$ cat src/rtl/sdma_wdata_demux_if.sv
// Write-beat bus between the SDMA datapath and its five write destinations.
// The master modport is the demux side; slave is the surrounding environment.
interface sdma_wdata_demux_if #(
  parameter int CACHE_DW = 128,
  parameter int AHB_DW   = 32,
  parameter int PORTID_W = 3
);
  logic [PORTID_W-1:0]   i_inst_dstportid;
  logic                  i_sdma_dportwreq;
  logic                  o_sdma_dportwrdy;
  logic [CACHE_DW-1:0]   i_sdma_dportwdata;
  logic [CACHE_DW/8-1:0] i_sdma_dportwvld;

  logic                  o_sdma_ahbwreq;
  logic                  i_sdma_ahbwrdy;
  logic [AHB_DW-1:0]     o_sdma_ahbwdata;
  logic [AHB_DW/8-1:0]   o_sdma_ahbwstrb;

  logic                  o_sdma_dc1wreq, o_sdma_dc2wreq, o_sdma_wc1wreq, o_sdma_wc2wreq;
  logic                  i_sdma_dc1wrdy, i_sdma_dc2wrdy, i_sdma_wc1wrdy, i_sdma_wc2wrdy;
  logic [CACHE_DW-1:0]   o_sdma_dc1wdata, o_sdma_dc2wdata, o_sdma_wc1wdata, o_sdma_wc2wdata;
  logic [CACHE_DW/8-1:0] o_sdma_dc1wstrb, o_sdma_dc2wstrb, o_sdma_wc1wstrb, o_sdma_wc2wstrb;

  logic                  o_sdma_wdone;
  logic                  o_sdma_werr;

  modport master (
    input  i_inst_dstportid, i_sdma_dportwreq, i_sdma_dportwdata, i_sdma_dportwvld,
    input  i_sdma_ahbwrdy, i_sdma_dc1wrdy, i_sdma_dc2wrdy, i_sdma_wc1wrdy, i_sdma_wc2wrdy,
    output o_sdma_dportwrdy,
    output o_sdma_ahbwreq, o_sdma_ahbwdata, o_sdma_ahbwstrb,
    output o_sdma_dc1wreq, o_sdma_dc2wreq, o_sdma_wc1wreq, o_sdma_wc2wreq,
    output o_sdma_dc1wdata, o_sdma_dc2wdata, o_sdma_wc1wdata, o_sdma_wc2wdata,
    output o_sdma_dc1wstrb, o_sdma_dc2wstrb, o_sdma_wc1wstrb, o_sdma_wc2wstrb,
    output o_sdma_wdone, o_sdma_werr
  );

  modport slave (
    output i_inst_dstportid, i_sdma_dportwreq, i_sdma_dportwdata, i_sdma_dportwvld,
    output i_sdma_ahbwrdy, i_sdma_dc1wrdy, i_sdma_dc2wrdy, i_sdma_wc1wrdy, i_sdma_wc2wrdy,
    input  o_sdma_dportwrdy,
    input  o_sdma_ahbwreq, o_sdma_ahbwdata, o_sdma_ahbwstrb,
    input  o_sdma_dc1wreq, o_sdma_dc2wreq, o_sdma_wc1wreq, o_sdma_wc2wreq,
    input  o_sdma_dc1wdata, o_sdma_dc2wdata, o_sdma_wc1wdata, o_sdma_wc2wdata,
    input  o_sdma_dc1wstrb, o_sdma_dc2wstrb, o_sdma_wc1wstrb, o_sdma_wc2wstrb,
    input  o_sdma_wdone, o_sdma_werr
  );
endinterface

$ cat src/rtl/sdma_wdata_demux.sv
// Steers one buffered SDMA write beat to AHB, DCACHE1/2 or WCACHE1/2.
// AHB beats are split into AHB-width lanes; lanes with no valid bytes are skipped.
module sdma_wdata_demux #(
  parameter int CACHE_DW = 128,
  parameter int AHB_DW   = 32,
  parameter int PORTID_W = 3
) (
  input  logic               i_clk,
  input  logic               i_rst,
  sdma_wdata_demux_if.master bus
);
  localparam int RATIO = CACHE_DW / AHB_DW;
  localparam int CB    = CACHE_DW / 8;
  localparam int AB    = AHB_DW / 8;
  localparam int LW    = (RATIO > 1) ? $clog2(RATIO) : 1;

  typedef enum logic [1:0] {IDLE, CWR, AHBWR} state_e;

  state_e              state_q;
  logic [CACHE_DW-1:0] data_q;
  logic [CB-1:0]       vld_q;
  logic [RATIO-1:0]    mask_q, mask_d;
  logic [LW-1:0]       lane_q;
  logic [3:0]          creq_q;
  logic                ahb_req_q;
  logic [AHB_DW-1:0]   ahb_data_q;
  logic [AB-1:0]       ahb_strb_q;

  logic                c_hs, ahb_hs, final_hs, rdy, accept;
  logic                dst_ahb, dst_cache, in_zero;
  logic [3:0]          crdy, cache_oh;
  logic [RATIO-1:0]    in_mask;

  function automatic logic [RATIO-1:0] lane_mask(input logic [CB-1:0] v);
    logic [RATIO-1:0] m;
    m = '0;
    for (int unsigned k = 0; k < RATIO; k++) m[k] = |v[k*AB +: AB];
    return m;
  endfunction

  function automatic logic [LW-1:0] low_lane(input logic [RATIO-1:0] m);
    logic [LW-1:0] r;
    logic          found;
    r = '0;
    found = 1'b0;
    for (int unsigned k = 0; k < RATIO; k++) begin
      if (m[k] && !found) begin
        r = LW'(k);
        found = 1'b1;
      end
    end
    return r;
  endfunction

  function automatic logic [AHB_DW-1:0] lane_data(input logic [CACHE_DW-1:0] d, input logic [LW-1:0] l);
    logic [AHB_DW-1:0] r;
    r = '0;
    for (int unsigned k = 0; k < RATIO; k++) if (l == LW'(k)) r = d[k*AHB_DW +: AHB_DW];
    return r;
  endfunction

  function automatic logic [AB-1:0] lane_strb(input logic [CB-1:0] v, input logic [LW-1:0] l);
    logic [AB-1:0] r;
    r = '0;
    for (int unsigned k = 0; k < RATIO; k++) if (l == LW'(k)) r = v[k*AB +: AB];
    return r;
  endfunction

  assign crdy   = {bus.i_sdma_wc2wrdy, bus.i_sdma_wc1wrdy, bus.i_sdma_dc2wrdy, bus.i_sdma_dc1wrdy};
  assign c_hs   = |(creq_q & crdy);
  assign ahb_hs = ahb_req_q & bus.i_sdma_ahbwrdy;

  always_comb begin
    mask_d = mask_q;
    if (ahb_hs) mask_d[lane_q] = 1'b0;
  end

  // Ready also opens on the last handshake so a new beat can replace the old one without a bubble.
  assign final_hs = c_hs | (ahb_hs & ~|mask_d);
  assign rdy      = ~i_rst & ((state_q == IDLE) | final_hs);
  assign accept   = bus.i_sdma_dportwreq & rdy;
  assign in_zero  = ~|bus.i_sdma_dportwvld;
  assign in_mask  = lane_mask(bus.i_sdma_dportwvld);

  always_comb begin
    dst_ahb   = 1'b0;
    dst_cache = 1'b0;
    cache_oh  = '0;
    case (bus.i_inst_dstportid)
      PORTID_W'(0): dst_ahb = 1'b1;
      PORTID_W'(4), PORTID_W'(5), PORTID_W'(6), PORTID_W'(7): begin
        dst_cache = 1'b1;
        cache_oh  = 4'b0001 << bus.i_inst_dstportid[1:0];
      end
      default: ;
    endcase
  end

  always_ff @(posedge i_clk or posedge i_rst) begin
    if (i_rst) begin
      state_q    <= IDLE;
      data_q     <= '0;
      vld_q      <= '0;
      mask_q     <= '0;
      lane_q     <= '0;
      creq_q     <= '0;
      ahb_req_q  <= 1'b0;
      ahb_data_q <= '0;
      ahb_strb_q <= '0;
    end else if (accept) begin
      data_q     <= bus.i_sdma_dportwdata;
      vld_q      <= bus.i_sdma_dportwvld;
      state_q    <= IDLE;
      mask_q     <= '0;
      lane_q     <= '0;
      creq_q     <= '0;
      ahb_req_q  <= 1'b0;
      ahb_data_q <= '0;
      ahb_strb_q <= '0;
      if (dst_cache) begin
        state_q <= CWR;
        creq_q  <= cache_oh;
      end else if (dst_ahb && !in_zero) begin
        state_q    <= AHBWR;
        mask_q     <= in_mask;
        lane_q     <= low_lane(in_mask);
        ahb_req_q  <= 1'b1;
        ahb_data_q <= lane_data(bus.i_sdma_dportwdata, low_lane(in_mask));
        ahb_strb_q <= lane_strb(bus.i_sdma_dportwvld, low_lane(in_mask));
      end
    end else if (c_hs) begin
      state_q <= IDLE;
      creq_q  <= '0;
    end else if (ahb_hs) begin
      mask_q <= mask_d;
      if (~|mask_d) begin
        state_q    <= IDLE;
        ahb_req_q  <= 1'b0;
        ahb_data_q <= '0;
        ahb_strb_q <= '0;
      end else begin
        lane_q     <= low_lane(mask_d);
        ahb_data_q <= lane_data(data_q, low_lane(mask_d));
        ahb_strb_q <= lane_strb(vld_q, low_lane(mask_d));
      end
    end
  end

  assign bus.o_sdma_dportwrdy = rdy;
  assign bus.o_sdma_wdone = final_hs | (accept & ~dst_cache & ~(dst_ahb & ~in_zero));
  assign bus.o_sdma_werr  = accept & ~dst_cache & ~dst_ahb;

  assign bus.o_sdma_ahbwreq  = ahb_req_q;
  assign bus.o_sdma_ahbwdata = ahb_data_q;
  assign bus.o_sdma_ahbwstrb = ahb_strb_q;

  assign bus.o_sdma_dc1wreq  = creq_q[0];
  assign bus.o_sdma_dc2wreq  = creq_q[1];
  assign bus.o_sdma_wc1wreq  = creq_q[2];
  assign bus.o_sdma_wc2wreq  = creq_q[3];
  assign bus.o_sdma_dc1wdata = creq_q[0] ? data_q : '0;
  assign bus.o_sdma_dc2wdata = creq_q[1] ? data_q : '0;
  assign bus.o_sdma_wc1wdata = creq_q[2] ? data_q : '0;
  assign bus.o_sdma_wc2wdata = creq_q[3] ? data_q : '0;
  assign bus.o_sdma_dc1wstrb = creq_q[0] ? vld_q : '0;
  assign bus.o_sdma_dc2wstrb = creq_q[1] ? vld_q : '0;
  assign bus.o_sdma_wc1wstrb = creq_q[2] ? vld_q : '0;
  assign bus.o_sdma_wc2wstrb = creq_q[3] ? vld_q : '0;
endmodule

$ cat src/flat_wrapper.sv
// flat-port wrapper written by rule: the top's interface ports become plain ports
module sdma_wdata_demux_flat 
#(
  parameter int CACHE_DW = 128,
  parameter int AHB_DW   = 32,
  parameter int PORTID_W = 3
)
  (i_clk, i_rst, bus_i_inst_dstportid, bus_i_sdma_dportwreq, bus_i_sdma_dportwdata, bus_i_sdma_dportwvld, bus_i_sdma_ahbwrdy, bus_i_sdma_dc1wrdy, bus_i_sdma_dc2wrdy, bus_i_sdma_wc1wrdy, bus_i_sdma_wc2wrdy, bus_o_sdma_dportwrdy, bus_o_sdma_ahbwreq, bus_o_sdma_ahbwdata, bus_o_sdma_ahbwstrb, bus_o_sdma_dc1wreq, bus_o_sdma_dc2wreq, bus_o_sdma_wc1wreq, bus_o_sdma_wc2wreq, bus_o_sdma_dc1wdata, bus_o_sdma_dc2wdata, bus_o_sdma_wc1wdata, bus_o_sdma_wc2wdata, bus_o_sdma_dc1wstrb, bus_o_sdma_dc2wstrb, bus_o_sdma_wc1wstrb, bus_o_sdma_wc2wstrb, bus_o_sdma_wdone, bus_o_sdma_werr);
  sdma_wdata_demux_if #(.CACHE_DW(CACHE_DW), .AHB_DW(AHB_DW), .PORTID_W(PORTID_W)) bus_i ();
  input  logic i_clk;
  input  logic i_rst;
  input wire logic [$bits(bus_i.i_inst_dstportid)-1:0] bus_i_inst_dstportid;
  input wire logic [$bits(bus_i.i_sdma_dportwreq)-1:0] bus_i_sdma_dportwreq;
  input wire logic [$bits(bus_i.i_sdma_dportwdata)-1:0] bus_i_sdma_dportwdata;
  input wire logic [$bits(bus_i.i_sdma_dportwvld)-1:0] bus_i_sdma_dportwvld;
  input wire logic [$bits(bus_i.i_sdma_ahbwrdy)-1:0] bus_i_sdma_ahbwrdy;
  input wire logic [$bits(bus_i.i_sdma_dc1wrdy)-1:0] bus_i_sdma_dc1wrdy;
  input wire logic [$bits(bus_i.i_sdma_dc2wrdy)-1:0] bus_i_sdma_dc2wrdy;
  input wire logic [$bits(bus_i.i_sdma_wc1wrdy)-1:0] bus_i_sdma_wc1wrdy;
  input wire logic [$bits(bus_i.i_sdma_wc2wrdy)-1:0] bus_i_sdma_wc2wrdy;
  output wire logic [$bits(bus_i.o_sdma_dportwrdy)-1:0] bus_o_sdma_dportwrdy;
  output wire logic [$bits(bus_i.o_sdma_ahbwreq)-1:0] bus_o_sdma_ahbwreq;
  output wire logic [$bits(bus_i.o_sdma_ahbwdata)-1:0] bus_o_sdma_ahbwdata;
  output wire logic [$bits(bus_i.o_sdma_ahbwstrb)-1:0] bus_o_sdma_ahbwstrb;
  output wire logic [$bits(bus_i.o_sdma_dc1wreq)-1:0] bus_o_sdma_dc1wreq;
  output wire logic [$bits(bus_i.o_sdma_dc2wreq)-1:0] bus_o_sdma_dc2wreq;
  output wire logic [$bits(bus_i.o_sdma_wc1wreq)-1:0] bus_o_sdma_wc1wreq;
  output wire logic [$bits(bus_i.o_sdma_wc2wreq)-1:0] bus_o_sdma_wc2wreq;
  output wire logic [$bits(bus_i.o_sdma_dc1wdata)-1:0] bus_o_sdma_dc1wdata;
  output wire logic [$bits(bus_i.o_sdma_dc2wdata)-1:0] bus_o_sdma_dc2wdata;
  output wire logic [$bits(bus_i.o_sdma_wc1wdata)-1:0] bus_o_sdma_wc1wdata;
  output wire logic [$bits(bus_i.o_sdma_wc2wdata)-1:0] bus_o_sdma_wc2wdata;
  output wire logic [$bits(bus_i.o_sdma_dc1wstrb)-1:0] bus_o_sdma_dc1wstrb;
  output wire logic [$bits(bus_i.o_sdma_dc2wstrb)-1:0] bus_o_sdma_dc2wstrb;
  output wire logic [$bits(bus_i.o_sdma_wc1wstrb)-1:0] bus_o_sdma_wc1wstrb;
  output wire logic [$bits(bus_i.o_sdma_wc2wstrb)-1:0] bus_o_sdma_wc2wstrb;
  output wire logic [$bits(bus_i.o_sdma_wdone)-1:0] bus_o_sdma_wdone;
  output wire logic [$bits(bus_i.o_sdma_werr)-1:0] bus_o_sdma_werr;
  assign bus_i.i_inst_dstportid = bus_i_inst_dstportid;
  assign bus_i.i_sdma_dportwreq = bus_i_sdma_dportwreq;
  assign bus_i.i_sdma_dportwdata = bus_i_sdma_dportwdata;
  assign bus_i.i_sdma_dportwvld = bus_i_sdma_dportwvld;
  assign bus_i.i_sdma_ahbwrdy = bus_i_sdma_ahbwrdy;
  assign bus_i.i_sdma_dc1wrdy = bus_i_sdma_dc1wrdy;
  assign bus_i.i_sdma_dc2wrdy = bus_i_sdma_dc2wrdy;
  assign bus_i.i_sdma_wc1wrdy = bus_i_sdma_wc1wrdy;
  assign bus_i.i_sdma_wc2wrdy = bus_i_sdma_wc2wrdy;
  assign bus_o_sdma_dportwrdy = bus_i.o_sdma_dportwrdy;
  assign bus_o_sdma_ahbwreq = bus_i.o_sdma_ahbwreq;
  assign bus_o_sdma_ahbwdata = bus_i.o_sdma_ahbwdata;
  assign bus_o_sdma_ahbwstrb = bus_i.o_sdma_ahbwstrb;
  assign bus_o_sdma_dc1wreq = bus_i.o_sdma_dc1wreq;
  assign bus_o_sdma_dc2wreq = bus_i.o_sdma_dc2wreq;
  assign bus_o_sdma_wc1wreq = bus_i.o_sdma_wc1wreq;
  assign bus_o_sdma_wc2wreq = bus_i.o_sdma_wc2wreq;
  assign bus_o_sdma_dc1wdata = bus_i.o_sdma_dc1wdata;
  assign bus_o_sdma_dc2wdata = bus_i.o_sdma_dc2wdata;
  assign bus_o_sdma_wc1wdata = bus_i.o_sdma_wc1wdata;
  assign bus_o_sdma_wc2wdata = bus_i.o_sdma_wc2wdata;
  assign bus_o_sdma_dc1wstrb = bus_i.o_sdma_dc1wstrb;
  assign bus_o_sdma_dc2wstrb = bus_i.o_sdma_dc2wstrb;
  assign bus_o_sdma_wc1wstrb = bus_i.o_sdma_wc1wstrb;
  assign bus_o_sdma_wc2wstrb = bus_i.o_sdma_wc2wstrb;
  assign bus_o_sdma_wdone = bus_i.o_sdma_wdone;
  assign bus_o_sdma_werr = bus_i.o_sdma_werr;
  sdma_wdata_demux #(.CACHE_DW(CACHE_DW), .AHB_DW(AHB_DW), .PORTID_W(PORTID_W)) u_core (.i_clk(i_clk), .i_rst(i_rst), .bus(bus_i));
endmodule
$ cat config.mk
export PLATFORM = sky130hd
export DESIGN_NAME = sdma_wdata_demux_flat
export DESIGN_NICKNAME = d
export VERILOG_FILES = /design/src/rtl/sdma_wdata_demux_if.sv /design/src/rtl/sdma_wdata_demux.sv /design/src/flat_wrapper.sv
export SDC_FILE = /design/constraint.sdc
export NUM_CORES = 1
export LEC_CHECK = 0
export ABC_CLOCK_PERIOD_IN_PS = 12800
export BUFFER_PORTS_ARGS = -buffer_cell sky130_fd_sc_hd__buf_2
export CORE_AREA = 2 2 302 304
export DETAILED_ROUTE_END_ITERATION = 16
export DIE_AREA = 0 0 304 306
export HOLD_SLACK_MARGIN = 0.12
export PLACE_DENSITY_LB_ADDON = 0.1
export SLEW_MARGIN = 20
export SYNTH_ARGS = -nofsm -noshare
export SYNTH_HDL_FRONTEND = slang
export SYNTH_SLANG_ARGS = --single-unit
$ cat constraint.sdc
create_clock -name i_clk -period 12.8 [get_ports i_clk]
set_input_delay 1.92 -clock i_clk [delete_from_list [all_inputs] [get_ports i_clk]]
set_output_delay 1.92 -clock i_clk [all_outputs]
set_load 0.02 [all_outputs]
### Word-level counts from Yosys, hierarchy flattened

Cells that the tools add are included.

* flip-flop bits (word level): 193
* logic and storage cells: 183
* input bits: 155
* output and inout bits: 620

* $lt $le $gt $ge: 2
* multiplexer cells: 105
* bitwise gates (word level): 18
* shifts and indexed selects: 1
* equal/unequal tests: 13
* reductions and logical operators: 35

Operator list (count)
* 2-to-1 mux 128 bit: 4
* 2-to-1 mux 32 bit: 14
* 2-to-1 mux 4 bit: 24
* 2-to-1 mux 16 bit: 4
* 2-to-1 mux 2 bit: 20
* 2-to-1 mux 1 bit: 38
* OR reduction 4 bit: 7
* OR reduction 16 bit: 1
* equality test 3 bit (second input constant): 4
* AND 1 bit: 8
* AND 4 bit: 2
* equality test 2 bit (second input constant): 4
* logical AND 1 bit: 8
* zero test 1 bit: 7
* zero test 2 bit: 3
* AND reduction 3 bit: 2
* nonzero test 2 bit: 3
* equality test 2 x 1 -> 1 bit (second input constant): 2
* NOT 1 bit: 4
* NOT 4 bit: 1
* AND reduction 2 bit: 2
* << shifter 1 x 2 -> 4 bit (first input constant): 1
* zero test 3 bit: 1
* < comparator 2 x 3 -> 1 bit (second input constant): 1
* 7 further kinds: 9

### Logic depth before layout (Yosys ltp)

Gate-level depths: netlist (run 1).

* depth in word-level cells: 45
* depth in mapped cells: 9
* mapped depth without buffers: 6

### Worst setup path after synthesis (run 1)

No wires, ideal clock.

* path kind: input to output
* from: input bus_i_sdma_ahbwrdy
* to: output bus_o_sdma_werr
* path buffers: 3
* arrival time: 3.906 ns
* setup slack: 6.974 ns
* stages on the path: 8
* data required time: 10.880 ns
* cells stage by stage: buf_4 -> nand2_2 -> or4_4 -> a221oi_4 -> o21ai_2 -> buf_6 -> clkbuf_1 -> nor3_1

* word-level cells in the longest chain between the ends: 11

RTL lines
* from (decl): line flat_wrapper.sv:16 `input wire logic [$bits(bus_i.i_sdma_ahbwrdy)-1:0] bus_i_sdma_ahbwrdy;`
* AND 1 bit *: line sdma_wdata_demux.sv:71 `assign ahb_hs = ahb_req_q & bus.i_sdma_ahbwrdy;`
* 2-to-1 mux 4 bit: line sdma_wdata_demux.sv:75 `if (ahb_hs) mask_d[lane_q] = 1'b0;`
* OR reduction 4 bit: line sdma_wdata_demux.sv:79 `assign final_hs = c_hs | (ahb_hs & ~|mask_d);`
* zero test 1 bit: line sdma_wdata_demux.sv:79
* AND 1 bit *: line sdma_wdata_demux.sv:79
* bitwise OR 1 bit *: line sdma_wdata_demux.sv:79
* bitwise OR 1 bit *: line sdma_wdata_demux.sv:80 `assign rdy = ~i_rst & ((state_q == IDLE) | final_hs);`
* AND 1 bit *: line sdma_wdata_demux.sv:80
* AND 1 bit *: line sdma_wdata_demux.sv:81 `assign accept = bus.i_sdma_dportwreq & rdy;`
* AND 1 bit * (2 in series): line sdma_wdata_demux.sv:151 `assign bus.o_sdma_werr = accept & ~dst_cache & ~dst_ahb;`
* to (decl): line flat_wrapper.sv:38 `output wire logic [$bits(bus_i.o_sdma_werr)-1:0] bus_o_sdma_werr;`

Mark *: on every way between the ends. The rest lies on a longest branch, timed or not.

### Final worst setup path (run 1)

* from: input bus_i_sdma_dportwvld[4]
* to: output bus_o_sdma_wdone

* word-level cells in the longest chain between the ends: 5

RTL lines
* from (decl): line flat_wrapper.sv:15 `input wire logic [$bits(bus_i.i_sdma_dportwvld)-1:0] bus_i_sdma_dportwvld;`
* OR reduction 16 bit: line sdma_wdata_demux.sv:82 `assign in_zero = ~|bus.i_sdma_dportwvld;`
* AND 1 bit: line sdma_wdata_demux.sv:150 `assign bus.o_sdma_wdone = final_hs | (accept & ~dst_cache & ~(dst_ahb & ~in_zero));`
* NOT 1 bit: line sdma_wdata_demux.sv:150
* AND 1 bit: line sdma_wdata_demux.sv:150
* bitwise OR 1 bit: line sdma_wdata_demux.sv:150
* to (decl): line flat_wrapper.sv:37 `output wire logic [$bits(bus_i.o_sdma_wdone)-1:0] bus_o_sdma_wdone;`

Every way passes these cells.

==> results list, run 1 <==
* Slew @ Worst Pin: 991 ps
* Data arrival time of the critical path: between 3000 and 4000 ps
- For this configuration, the core starts out at a cell density of 0.150.
- Buffers inserted during clock tree synthesis total 17.
- The worst pin sits at a relative slew slack of 0.340.
- Delay-heaviest family, CP: buffers and inverters
- Launch point of the critical path: bus_i_sdma_dportwvld[4]
- The synthesized design contains 0 enable-type register cells.
- The first global-routing pass estimated around 110000 um of wire.
- The number of nets in the synthesized netlist is between 1.5k and 2k.
- Yosys warnings: 0
* Post-cts resize count: 0
- Clock transition at path regs: 70 ps
- The first detailed-routing pass took 5 iterations.
- By count the netlist is led by and2_1 (577), dfrtp_1 (193), mux2_2 (131), clkbuf_1 (101), nand2_1 (85).
* Post-CTS setup buffer count: 0
- Half-perimeter wire length of the detailed placement result: 55900 um
* Final cycle utilization of the critical path: 0.453
* Power density relative to cell area: 203 nW/um^2
- Remaining antenna violation count: 0
- Class of the worst hold path: flip-flop to flip-flop
- Post-layout instance area: ~19000 sq um
- Library cell with the highest instance count after synthesis: and2_1
- Library cell occupying the most area in the post-synthesis netlist: dfrtp_1
- Unrepaired setup endpoints after global routing: no
- Total die area: 93000 sq um
- After detailed routing, the number of vias per cell comes to 4.15.
- Setup violations, final: 0
- First-iteration detailed-routing DRC count: 750
- CP most frequent cell: buf_2
- Largest stage delay, worst path: 690 ps
- The max-slew violation total from the final report came to 0.
* Category of the worst setup path launch point: primary input
* Share of the synthesized area in the top cell type: 0.360
- Counting along the longest clock path gives a buffer depth of 2.
* Number of hold-slack violations in the final timing report: 0
- Count of fill cells added during filler insertion: around 10k
- Buffers on Ports: around 770
- Post-cts hold buffer count: 0
- TritonCTS built the clock tree.
* Largest fanout on the critical path: between 40 and 50
- Number of storage elements in the synthesis netlist: 193
- Traced cell by cell, the critical path runs through buf_2 -> nor4_2 -> buf_4 -> a41o_1 -> nand2_1 -> o21ai_0 -> buf_2.
- Entering global routing, the biggest net connects 78 pins.
- The smallest clock period supported by the final layout is computed as 5790 ps.
- Buf+Inv Stages, Crit Path: 3
* Combinational Power Share: 0.471
- At the end of the flow the core is filled with cells to 0.212.
* Top-level port count: ~780
* Proportion of synthesized chip area in sequential cells: 0.360
- The number of different library cells used by synthesis comes to 54.
- CTS sink count: between 150 and 200
* Largest voltage drop on the vdd net: around 0.000096 V
- Switching power share of the total: 0.508
* Max Cap Viol: 0
- The number of global-route vias before repair was 14.1k.
- In the synthesized netlist, the number of instances is about 1.5k.
- Reported net switching power: 1.96 mW
- Row generation in the floorplan step produced 110 rows.
- Clock skew on the completed layout was measured at roughly 24 ps.
* Core region area: 89600 sq um
- Syn avg cell area: 9.02 sq um
* Combined area of all synthesized cells: between 10000 and 15000 sq um
* Critical path type: primary input to output port
- The tree is rooted in a clkbuf_16.
- Upper clock frequency limit: 173 MHz
* Clk_lat worst skew: 490 ps
- Yosys attributes the largest share of cell area to dfrtp_1 (36%), and2_1 (27%), mux2_2 (11%), o22ai_1 (3.2%), clkbuf_1 (2.8%).
* Share of cells above drive strength 1: 0.454
- Compared with the post-synthesis result, the final layout area differs by 41.9%.
- Power share of the clock group: 0.143
- Die span in x: roughly 300 um
- Placer's final routability congestion estimate: 0.774
* Leakage: between 10 and 15 nW
- Post-place instance area: 18400 sq um
- Run status: completed
- The internal portion of the total power is 1.90 mW.
* Share of total power in sequential cells: 0.386
* Hold Startpoint: u_core.state_q[1]
- The routed design has 75100 um of wire.
- # nets final: 2329
- Critical Path Sink Type: output port
- Post-synth top flop: dfrtp_1
- Total grt overflow: 0
* Drt wl/cell: 22.3 um
- Antenna violations before repair: 12
- Source of the worst register-to-register timing path: u_core.creq_q[3]
* Final sum of negative setup slack: 0 ps
* Total number of vias: 14.0k
- For this run, the total global-route usage over all layers was measured as 0.155.
* # H-tree levels: 4
- Height of the die: approximately 310 um
- Post-synthesis async set-or-reset flop share: 1.00
- DR DRC count: 0
- Critical path data required time: roughly 11000 ps
- Max stage delay cell, worst path: buf_4
[power groups by stage]
| stage | Clock, mW | Sequential, mW | Combinational, mW |
|---|---|---|---|
| final | 0.554 | 1.49 | 1.82 |
| after global routing | 0.600 | 1.56 | 1.96 |
| after CTS | 0.582 | 1.51 | 1.85 |
| after detailed placement | 0 | 1.52 | 1.84 |
| after global placement | 0 | 1.49 | 1.85 |
| after floorplan | 0 | 1.17 | 1.26 |
[metal layers]
metal | GRT usage | vias up | routed length [um]
met5 | 0 | - | 0
met4 | 0.0339 | 0 | 1070
met3 | 0.0308 | 43 | 3500
met2 | 0.275 | 486 | 38100
met1 | 0.193 | 6982 | 32400
li1 | - | 6461 | -
[final timing paths]
| kind | cells past startpoint | end | slack, ps |
|---|---|---|---|
| min in group asynchronous | 2 | u_core.bus.o_sdma_ahbwreq | 1550 |
| worst min register to register | 1 | u_core.state_q[1] | 480 |
| worst max register to register | 7 | u_core.data_q[81] | 8650 |
| max in group asynchronous | 3 | u_core.bus.o_sdma_ahbwdata[17] | 9900 |
| worst min-delay path | 1 | u_core.state_q[1] | 480 |
| worst max-delay path | 7 | bus_o_sdma_wdone | 7010 |
[cell families after synthesis]
family	Yosys count	synth area share
DFF	193	0.360
and+or+nand+nor	746	0.327
muxes	178	0.149
AOI/OAI and AO/OA	232	0.117
buffers and inverters	136	0.0469
[worst register-to-register path, stage by stage (launching register included)]
cell and delay [ps]:
dfrtp_4 730, a22oi_1 580, and2_1 420, nand2_1 200, o21ai_4 160, buf_4 560
buf_4 870, mux2_2 510
[layout make-up]
class	instances	area (sq um)	area share
Multi-Input combinational cell	1156	8030	0.422
Sequential cell	193	4840	0.255
Timing Repair Buffer	798	4050	0.213
Tap cell	1176	1470	0.0774
Clock buffer	18	429	0.0226
Clock inverter	12	128	0.00671
Inverter	8	37.5	0.00197
Antenna cell	7	17.5	0.000921
[registers in the layout (all words and copies together), names as in the netlist]
register                    count
u_core.vld_q                   16
u_core.state_q                  2
u_core.lane_q                   2
u_core.bus.o_sdma_ahbwreq       1
u_core.data_q                 128
u_core.creq_q                   4
u_core.bus.o_sdma_ahbwdata     32
u_core.mask_q                   4
u_core.bus.o_sdma_ahbwstrb      4
[cells in the final DEF, fill, tap and decap left out, types with 9 or more instances in the layout]
cell type / count
o22ai_1: 68
buf_4: 24
a21oi_1: 36
a22oi_1: 43
nand2_1: 84
o21ai_0: 16
mux2_2: 131
dfrtp_1: 189
nand3_1: 37
and2_1: 577
mux2i_1: 37
nor2_1: 19
clkbuf_16: 17
o211ai_1: 39
buf_2: 774
mux2_4: 9
[through the flow]
| step | power, mW | setup slack (ps) | instances | hold slack (ps) |
|---|---|---|---|---|
| global placement | 3.35 | 7020 | 3331 | 468 |
| CTS | 3.94 | 7030 | 3361 | 482 |
| global route | 4.11 | 6950 | 3365 | 529 |
| finish | 3.86 | 7010 | 3368 | 482 |
| detailed placement | 3.36 | 7030 | 3331 | 465 |
| floorplan | 2.43 | 5620 | 1485 | 441 |
Note: power is estimated with default switching activity, not from simulation.
==> run 2, diff against run 1 <==
--- a/config.mk
+++ b/config.mk
@@ -5,11 +5,12 @@
 export SDC_FILE = /design/constraint.sdc
 export NUM_CORES = 1
 export LEC_CHECK = 0
-export ABC_CLOCK_PERIOD_IN_PS = 12800
+export ABC_AREA = 1
+export ABC_CLOCK_PERIOD_IN_PS = 4800
 export BUFFER_PORTS_ARGS = -buffer_cell sky130_fd_sc_hd__buf_2
-export CORE_AREA = 2 2 302 304
+export CORE_AREA = 2 2 303 305
 export DETAILED_ROUTE_END_ITERATION = 16
-export DIE_AREA = 0 0 304 306
+export DIE_AREA = 0 0 305 307
 export HOLD_SLACK_MARGIN = 0.12
 export PLACE_DENSITY_LB_ADDON = 0.1
 export SLEW_MARGIN = 20
==> constraint.sdc (replaced) <==
create_clock -name i_clk -period 4.8 [get_ports i_clk]
set_input_delay 0.72 -clock i_clk [delete_from_list [all_inputs] [get_ports i_clk]]
set_output_delay 0.72 -clock i_clk [all_outputs]
set_load 0.02 [all_outputs]
==> results list, run 2 <==
- The initial antenna violation count was 22 (+10).
- Distinct cells, synth: 28 (-48%)
- Remaining antenna violation count: 0 (unchanged)
- Core region area: 90700 sq um (+1.2%)
- The proportion of power drawn by the clock network is 0.134 (-0.009).
- Syn avg cell area: 5.36 sq um (-41%)
- The sequential element share of the synthesized area was 0.304 (-0.0559).
- The die outline area came to 93600 sq um (+0.66%).
- Switching power share of the total: 0.583 (+0.0750)
* # nets final: 3768 (+62%)
- Critical path type: flip-flop to output port
- In the layout the commonest cells are nand2_1 (1260), buf_2 (774), inv_1 (766).
- The most used flip-flop cell after synthesis is dfrtp_1.
- Combined area of all synthesized cells: 15900 sq um (+18%)
* Post-cts hold buffer count: 0 (unchanged)
- Share of cells above drive strength 1: 0.240 (-0.213)
- The worst ir drop on vdd is 0.000287 V (+200%).
- Height of the die: 307 um (+0.33%)
* CP Cell Sequence: a22o_1 -> nor2_1 -> nand3_2 -> nand3_4 -> clkinv_4 -> nand2_4 -> o21ai_4 -> buf_2
- Total chip power: 12.0 mW (+210%)
- Post-synthesis instance total: 2959 (+99%)
* Share of the synthesized area in the top cell type: 0.304 (-0.0559)
- Final Critical Period: between 3000 and 4000 ps
- Number of flip-flops in the largest register: 128 (unchanged)
- The run finished with clean final reports.
* Final Max Tran Viols: 0 (unchanged)
- Of the available clock period, the critical path in the final layout requires 0.744.
- Die span in x: 305 um (+0.33%)
- The max-cap violation count was 0 (unchanged).
- Clock Root Buffer: clkbuf_16
- The via density per instance was 4.00 (-3.7%).
* Post-synthesis async set-or-reset flop share: 1.00 (unchanged)
- The number of levels the H-tree was split into is 4 (unchanged).
- The internal cell power came to 5.01 mW (+160%).
- Via count of the first global-routing pass: 18.2k (+29%)
* Half-perimeter wire length of the detailed placement result: 75700 um (+35%)
* Final sum of negative setup slack: 0 ps (unchanged)
* Delay-heaviest family, CP: simple AND/OR/NAND/NOR gates
* Dpl cells: 4780 (+44%)
- The sequential group share of total power was 0.327 (-0.059).
- The aggregate global-route resource usage is 0.206 (+0.0513).
* Combinational Power Share: 0.539 (+0.068)
- Reported net switching power: 7.02 mW (+260%)
- Drt wl/cell: 20.5 um (-7.8%)
- The maximum number of pins on one net before global-route repair was 199 (+160%).
- The row count came to 111 (+0.91%).
- Starting utilization of the core area: 0.175 (+0.0253)
- Most frequent cells after synthesis: nand2_1 (1265), inv_1 (768), dfrtp_1 (193), nand3_1 (182), nor2_1 (182)
- The worst slew slack as a fraction of its limit came to 0.301 (-0.0385).
- The worst clock skew is 13.8 ps (-10.2 ps).
* Clk_lat worst skew: 510 ps (+20 ps)
- The final-layout worst hold slack came to 417 ps (-65.7 ps).
- The path class of the tightest hold or removal check is primary input to flip-flop.
* Setup violations, final: 0 (unchanged)
- The synthesized design spends more area on one cell type than any other, namely dfrtp_1.
- The number of warning messages in the yosys log was 0 (unchanged).
* Buffers on Ports: 774 (unchanged)
- The actual slew at the worst max-slew pin was 1050 ps (+57.8 ps).
- Leakage: 16.7 nW (+62%)
* Library cell with the highest instance count after synthesis: nand2_1
- The first-pass iteration count of the detailed router was 5 (unchanged).
* Data arrival time of the critical path: 2850 ps (-1020 ps)
- Buf+Inv Stages, Crit Path: 2 (-1)
- The register with the most flip-flops in the final layout is u_core.data_q.
* Number of synthesized flops with an enable pin: 0 (unchanged)
- Total wire length after detailed routing: 99000 um (+32%)
* Post-cts resize count: 0 (unchanged)
* Critical Path Sink Type: output port
- Upper clock frequency limit: 280 MHz
- The last weighted congestion value of the routability-driven placer was 0.804 (+3.9%).
* Biggest area contributors in the synthesized netlist: dfrtp_1 (30%), nand2_1 (30%), inv_1 (18%), nand3_1 (5.7%), nor2_1 (4.3%)
- The required time at the worst-slack endpoint was 4080 ps (-6800 ps).
* Synthesized net count: 3114 (+90%)
* Largest stage delay, worst path: 680 ps (about the same)
- Total number of vias: 19.3k (+38%)
* Clock transition at path regs: 90 ps (+20 ps)
- TritonCTS built the clock tree.
* Sequential cell area: 4840 sq um (unchanged)
* Number of hold-slack violations in the final timing report: 0 (unchanged)
- The number of buffers inserted to repair setup after CTS is 0 (unchanged).
- Clock tree buffer depth: 2 (unchanged)
* CTS sink count: 193 (unchanged)
* Layout Cells excl Fill: 4818 (+43%)
- Largest fanout on the critical path: 32 (-24%)
* Power density relative to cell area: 561 nW/um^2 (+180%)
- The footprint of the multi-input gates is 7460 sq um (-7.1%).
* Unrepaired setup endpoints after global routing: no
* DR DRC count: 0 (unchanged)
- Top-level port count: 775 (unchanged)
- First-iteration detailed-routing DRC count: 1299 (+73%)
- Total grt overflow: 0 (unchanged)
- Category of the worst setup path launch point: flip-flop
- Count of fill cells added during filler insertion: 10.8k (+7.4%)
* Area added between synthesis and finish: 35.2%
* Number of storage elements in the synthesis netlist: 193 (unchanged)
- The wire length of the first global-routing pass came to 138000 um (+31%).
- Most frequent standard cell in the layout excluding fill and tap cells: nand2_1
- The number of clock buffers inserted by TritonCTS is 17 (unchanged).
- Max stage delay cell, worst path: dfrtp_4
[run 2: cell type report]
cell class | count | share of cell area
clock inverters | 15 | 0.00794
inverters | 773 | 0.136
flip-flops and latches | 193 | 0.226
well taps | 1186 | 0.0692
repair buffers | 804 | 0.192
clock buffers | 17 | 0.0198
multi-input cells | 1824 | 0.348
diodes | 6 | 0.000700
[run 2: cell families (layout without fill, tap and decap cells)]
group                  Yosys count  in the layout  share of synthesized area
and+or+nand+nor               1660           1660                      0.414
AOI/OAI and AO/OA              164            164                     0.0529
DFF                            193            193                      0.304
other                            0              6                          0
buffers and inverters          942           1609                      0.228
[run 2: final timing paths]
check	depth (start not counted)	from	to	slack, ps
max reg2reg	8	u_core.creq_q[0]	u_core.lane_q[0]	1560
min reg2reg	2	u_core.bus.o_sdma_ahbwdata[31]	u_core.bus.o_sdma_ahbwdata[31]	480
max in group asynchronous	4	i_rst	u_core.data_q[30]	2950
max	8	u_core.creq_q[0]	bus_o_sdma_wdone	1230
min	3	bus_i_sdma_dportwdata[114]	u_core.data_q[114]	420
min in group asynchronous	3	i_rst	u_core.data_q[111]	580
[run 2: stage by stage]
step / setup WS (ps) / cell area [sq um] / util
after global routing: 1020 / 21400 / 0.236
after CTS: 1130 / 21400 / 0.236
after floorplan: -513 / 15900 / -
after global placement: 1360 / 20800 / 0.230
after detailed placement: 1320 / 20800 / 0.230
final: 1230 / 21400 / 0.236
[run 2: metal layers]
metal,share of wire,GRT usage,vias to the layer above
met5,0.00093,0,-
met3,0.042,0.0300,70
met1,0.39,0.232,8983
li1,-,-,9697
met2,0.55,0.402,485
met4,0.020,0.0546,16
[run 2: power by group through the flow]
| stage | clock, mW | combinational [mW] | sequential [mW] |
|---|---|---|---|
| global placement | 0 | 6.70 | 4.04 |
| global route | 1.73 | 7.28 | 4.09 |
| finish | 1.62 | 6.49 | 3.93 |
| CTS | 1.68 | 6.68 | 3.99 |
| detailed placement | 0 | 6.66 | 4.03 |
| floorplan | 0 | 4.20 | 3.26 |
[run 2: worst register-to-register path, stage by stage, from the launching register on]
cell and delay [ps]:
dfrtp_4 680, a22o_1 290, nor2_1 420, nand3_2 200, nand3_4 310, buf_4 840, o21ai_0 250, nand2_1 110
nand2_1 50
==> run 3, diff against run 2 <==
--- a/config.mk
+++ b/config.mk
@@ -6,11 +6,11 @@
 export NUM_CORES = 1
 export LEC_CHECK = 0
 export ABC_AREA = 1
-export ABC_CLOCK_PERIOD_IN_PS = 4800
+export ABC_CLOCK_PERIOD_IN_PS = 3500
 export BUFFER_PORTS_ARGS = -buffer_cell sky130_fd_sc_hd__buf_2
-export CORE_AREA = 2 2 303 305
+export CORE_AREA = 2 2 304 306
 export DETAILED_ROUTE_END_ITERATION = 16
-export DIE_AREA = 0 0 305 307
+export DIE_AREA = 0 0 306 308
 export HOLD_SLACK_MARGIN = 0.12
 export PLACE_DENSITY_LB_ADDON = 0.1
 export SLEW_MARGIN = 20
==> constraint.sdc (replaced) <==
create_clock -name i_clk -period 3.5 [get_ports i_clk]
set_input_delay 0.525 -clock i_clk [delete_from_list [all_inputs] [get_ports i_clk]]
set_output_delay 0.525 -clock i_clk [all_outputs]
set_load 0.02 [all_outputs]
==> results list, run 3 (synthesized netlist as in run 2, its figures left out) <==
* Global-route wire length before repair: 137000 um (-1.2%)
- The last weighted congestion value of the routability-driven placer is 0.827 (+2.8%).
* Count of fill cells added during filler insertion: 10.8k (+0.62%)
- The maximum clock insertion buffer count was 2 (unchanged).
- CTS sink count: 193 (unchanged)
- Number of flip-flops in the largest register: 128 (unchanged)
- Max Cap Viol: 0 (unchanged)
* Length in cells of the worst reg-to-reg path: 15 (+7)
- Power Internal: 6.87 mW (+37%)
- The first-pass iteration count of the detailed router came to 6 (+1).
- Class of the worst hold path: primary input to flip-flop
* Setup violations, final: 0 (unchanged)
- Run status: completed
- The storage element area was 4840 sq um (unchanged).
- Total number of vias: 19.3k (+0.41%)
- The aggregate global-route resource usage came to 0.202 (-0.00463).
- Crit Reg-Reg Endpoint: u_core.bus.o_sdma_ahbwdata[14]
- Clock transition at path regs: 90 ps (about the same)
- FP Rows: 111 (unchanged)
- Multi-input logic area: 7460 sq um (unchanged)
- Total CTS buffers: 17 (unchanged)
- Largest voltage drop on the vdd net: 0.000388 V (+35%)
- The final routed DRC violation total came to 0 (unchanged).
- The post-cts sizing count came to 0 (unchanged).
- The number of port buffers was 774 (unchanged).
- The post-place instance area is 21000 sq um (+0.83%).
- Post-CTS setup buffer count: 0 (unchanged)
* Share of total power in sequential cells: 0.326 (about the same)
- The die outline area was 94200 sq um (+0.65%).
- The actual slew at the worst max-slew pin came to 922 ps (-126 ps).
* Clk_lat worst skew: 510 ps (about the same)
- Total grt overflow: 0 (unchanged)
- The number of levels the H-tree was split into came to 4 (unchanged).
- Total wire length after detailed routing: 97700 um (-1.3%)
- Number of stages on the worst hold path: 3 (unchanged)
- Die span in x: 306 um (+0.33%)
* Critical Path Sink Type: output port
- CP most frequent cell: nand2_2
* Switching power share of the total: 0.581 (-0.00249)
* Clk_skew: 16.9 ps (+3.13 ps)
- The total number of nets in the final design was 3781 (+0.35%).
- Drt wl/cell: 20.2 um (-1.7%)
* Hold Startpoint: bus_i_sdma_dportwdata[114]
- The initial antenna violation count is 27 (+23%).
- CP Cell Sequence: nand2_2 -> inv_2 -> nand2_1 -> nand2_2 -> nand2_2 -> nor2_2 -> nand2_1 -> nand3_2 -> nand3_4 -> clkinv_4 -> nand2_4 -> o21ai_4 -> buf_2
- The starting DRC count in detailed routing is 1308 (+0.69%).
- Power share of the clock group: 0.129 (-0.005)
- The maximum number of pins on one net before global-route repair was 147 (-26%).
- The number of global-route vias before repair came to 18.1k (-0.60%).
- Worst hold slack: 227 ps (-190 ps)
- Most frequent standard cell in the layout excluding fill and tap cells: nand2_1
- Unrepaired setup endpoints after global routing: no
- Max transition margin: 0.385 (+0.0840)
- Source of the worst register-to-register timing path: u_core.bus.o_sdma_ahbwreq
- Final Critical Period: 3240 ps
* Register bank with the most flops: u_core.data_q
- Register-to-register setup slack: 810 ps (-750 ps)
- Share of cells above drive strength 1: 0.242 (+0.00216)
- The placeable core region is 91000 sq um (+0.31%).
* Half-perimeter wire length of the detailed placement result: 75100 um (-0.80%)
* Top-level port count: 775 (unchanged)
- Clock Root Buffer: clkbuf_16
- The maximum cell stage delay along the critical path was 420 ps (-260 ps).
- Number of hold-slack violations in the final timing report: 0 (unchanged)
* Reported net switching power: 9.53 mW (+36%)
- Category of the worst setup path launch point: flip-flop
- Endpoint with the worst hold slack: u_core.data_q[114]
- Remaining antenna violation count: 0 (unchanged)
- Upper clock frequency limit: about 300 MHz
* Clock tree from TritonCTS: yes
- Final setup margin: 262 ps (-965 ps)
- Post-layout instance area: 21600 sq um (+0.76%)
- The top cell types in the final layout, fill and taps aside, are nand2_1 (1260), buf_2 (774), inv_1 (766).
- Max stage delay cell, worst path: dfrtp_1
- Height of the die: 308 um (+0.33%)
* Post-detailed-route via-to-cell ratio: 4.00 (about the same)
- The initial core utilization is 0.174 (-0.000534).
- Critical path data required time: 2970 ps (-1110 ps)
* Area added between synthesis and finish: 36.2%
- The number of hold buffers added after cts was 0 (unchanged).
- Leakage: 16.7 nW (+0.45%)
- Final Max Tran Viols: 0 (unchanged)
- The arrival time of the worst setup path came to 2710 ps (-140 ps).
- Final cycle utilization of the critical path: 0.925
- Largest fanout on the critical path: 26 (-19%)
* Combinational Power Share: 0.546 (+0.007)
- The total power per unit cell area was 759 nW/um^2 (+35%).
- The pre-CTS setup slack is 612 ps (-704 ps).
- Critical path type: flip-flop to output port
-- run 3: power groups by stage --
stage	sequential, mW	combinational [mW]	clock [mW]
detailed placement	5.48	9.21	0
global placement	5.50	9.25	0
CTS	5.44	9.23	2.19
finish	5.34	8.95	2.11
floorplan	4.46	5.77	0
global route	5.56	10.1	2.27
-- run 3: worst max-delay path by stage --
stage,start,endpoint,slack (ps),cells after the start
after floorplan,i_rst,bus_o_sdma_wdone,-1420,6
after global routing,u_core.bus.o_sdma_ahbwreq,bus_o_sdma_wdone,9,13
after CTS,u_core.bus.o_sdma_ahbwreq,bus_o_sdma_wdone,210,13
after global placement,bus_i_sdma_ahbwrdy,u_core.bus.o_sdma_ahbwdata[14],630,16
final,u_core.bus.o_sdma_ahbwreq,bus_o_sdma_wdone,260,13
after detailed placement,bus_i_sdma_ahbwrdy,bus_o_sdma_wdone,610,14
-- run 3: stage by stage --
stage / total power, mW / setup TNS [ps] / cells / utilization
after floorplan: 10.2 / -218080 / 2959 / -
after global placement: 14.8 / 0 / 4793 / 0.231
after detailed placement: 14.7 / 0 / 4793 / 0.231
after CTS: 16.9 / 0 / 4825 / 0.237
after global routing: 18.0 / 0 / 4826 / 0.237
final: 16.4 / 0 / 4835 / 0.237
-- run 3: per-layer routing --
layer | part of all wire | track usage | up-vias
met1 | 0.39 | 0.228 | 8985
li1 | - | - | 9726
met4 | 0.015 | 0.0419 | 16
met5 | 0.00097 | 0 | -
met3 | 0.052 | 0.0351 | 87
met2 | 0.54 | 0.392 | 516
-- run 3: cell type report --
type | count | area share
clock buffer | 19 | 0.0200
sequential | 193 | 0.224
timing repair buffer | 817 | 0.199
multi-input combinational | 1824 | 0.346
clock inverter | 13 | 0.00666
antenna | 10 | 0.00116
inverter | 773 | 0.135
tap | 1186 | 0.0687
-- run 3: critical path: cells and delay by family (launching register included) --
kind,cells,cell delay (ps)
buffers and inverters,3,580
AND/OR/NAND/NOR,9,1080
AO/OA/AOI/OAI,1,120
flip-flops,1,420
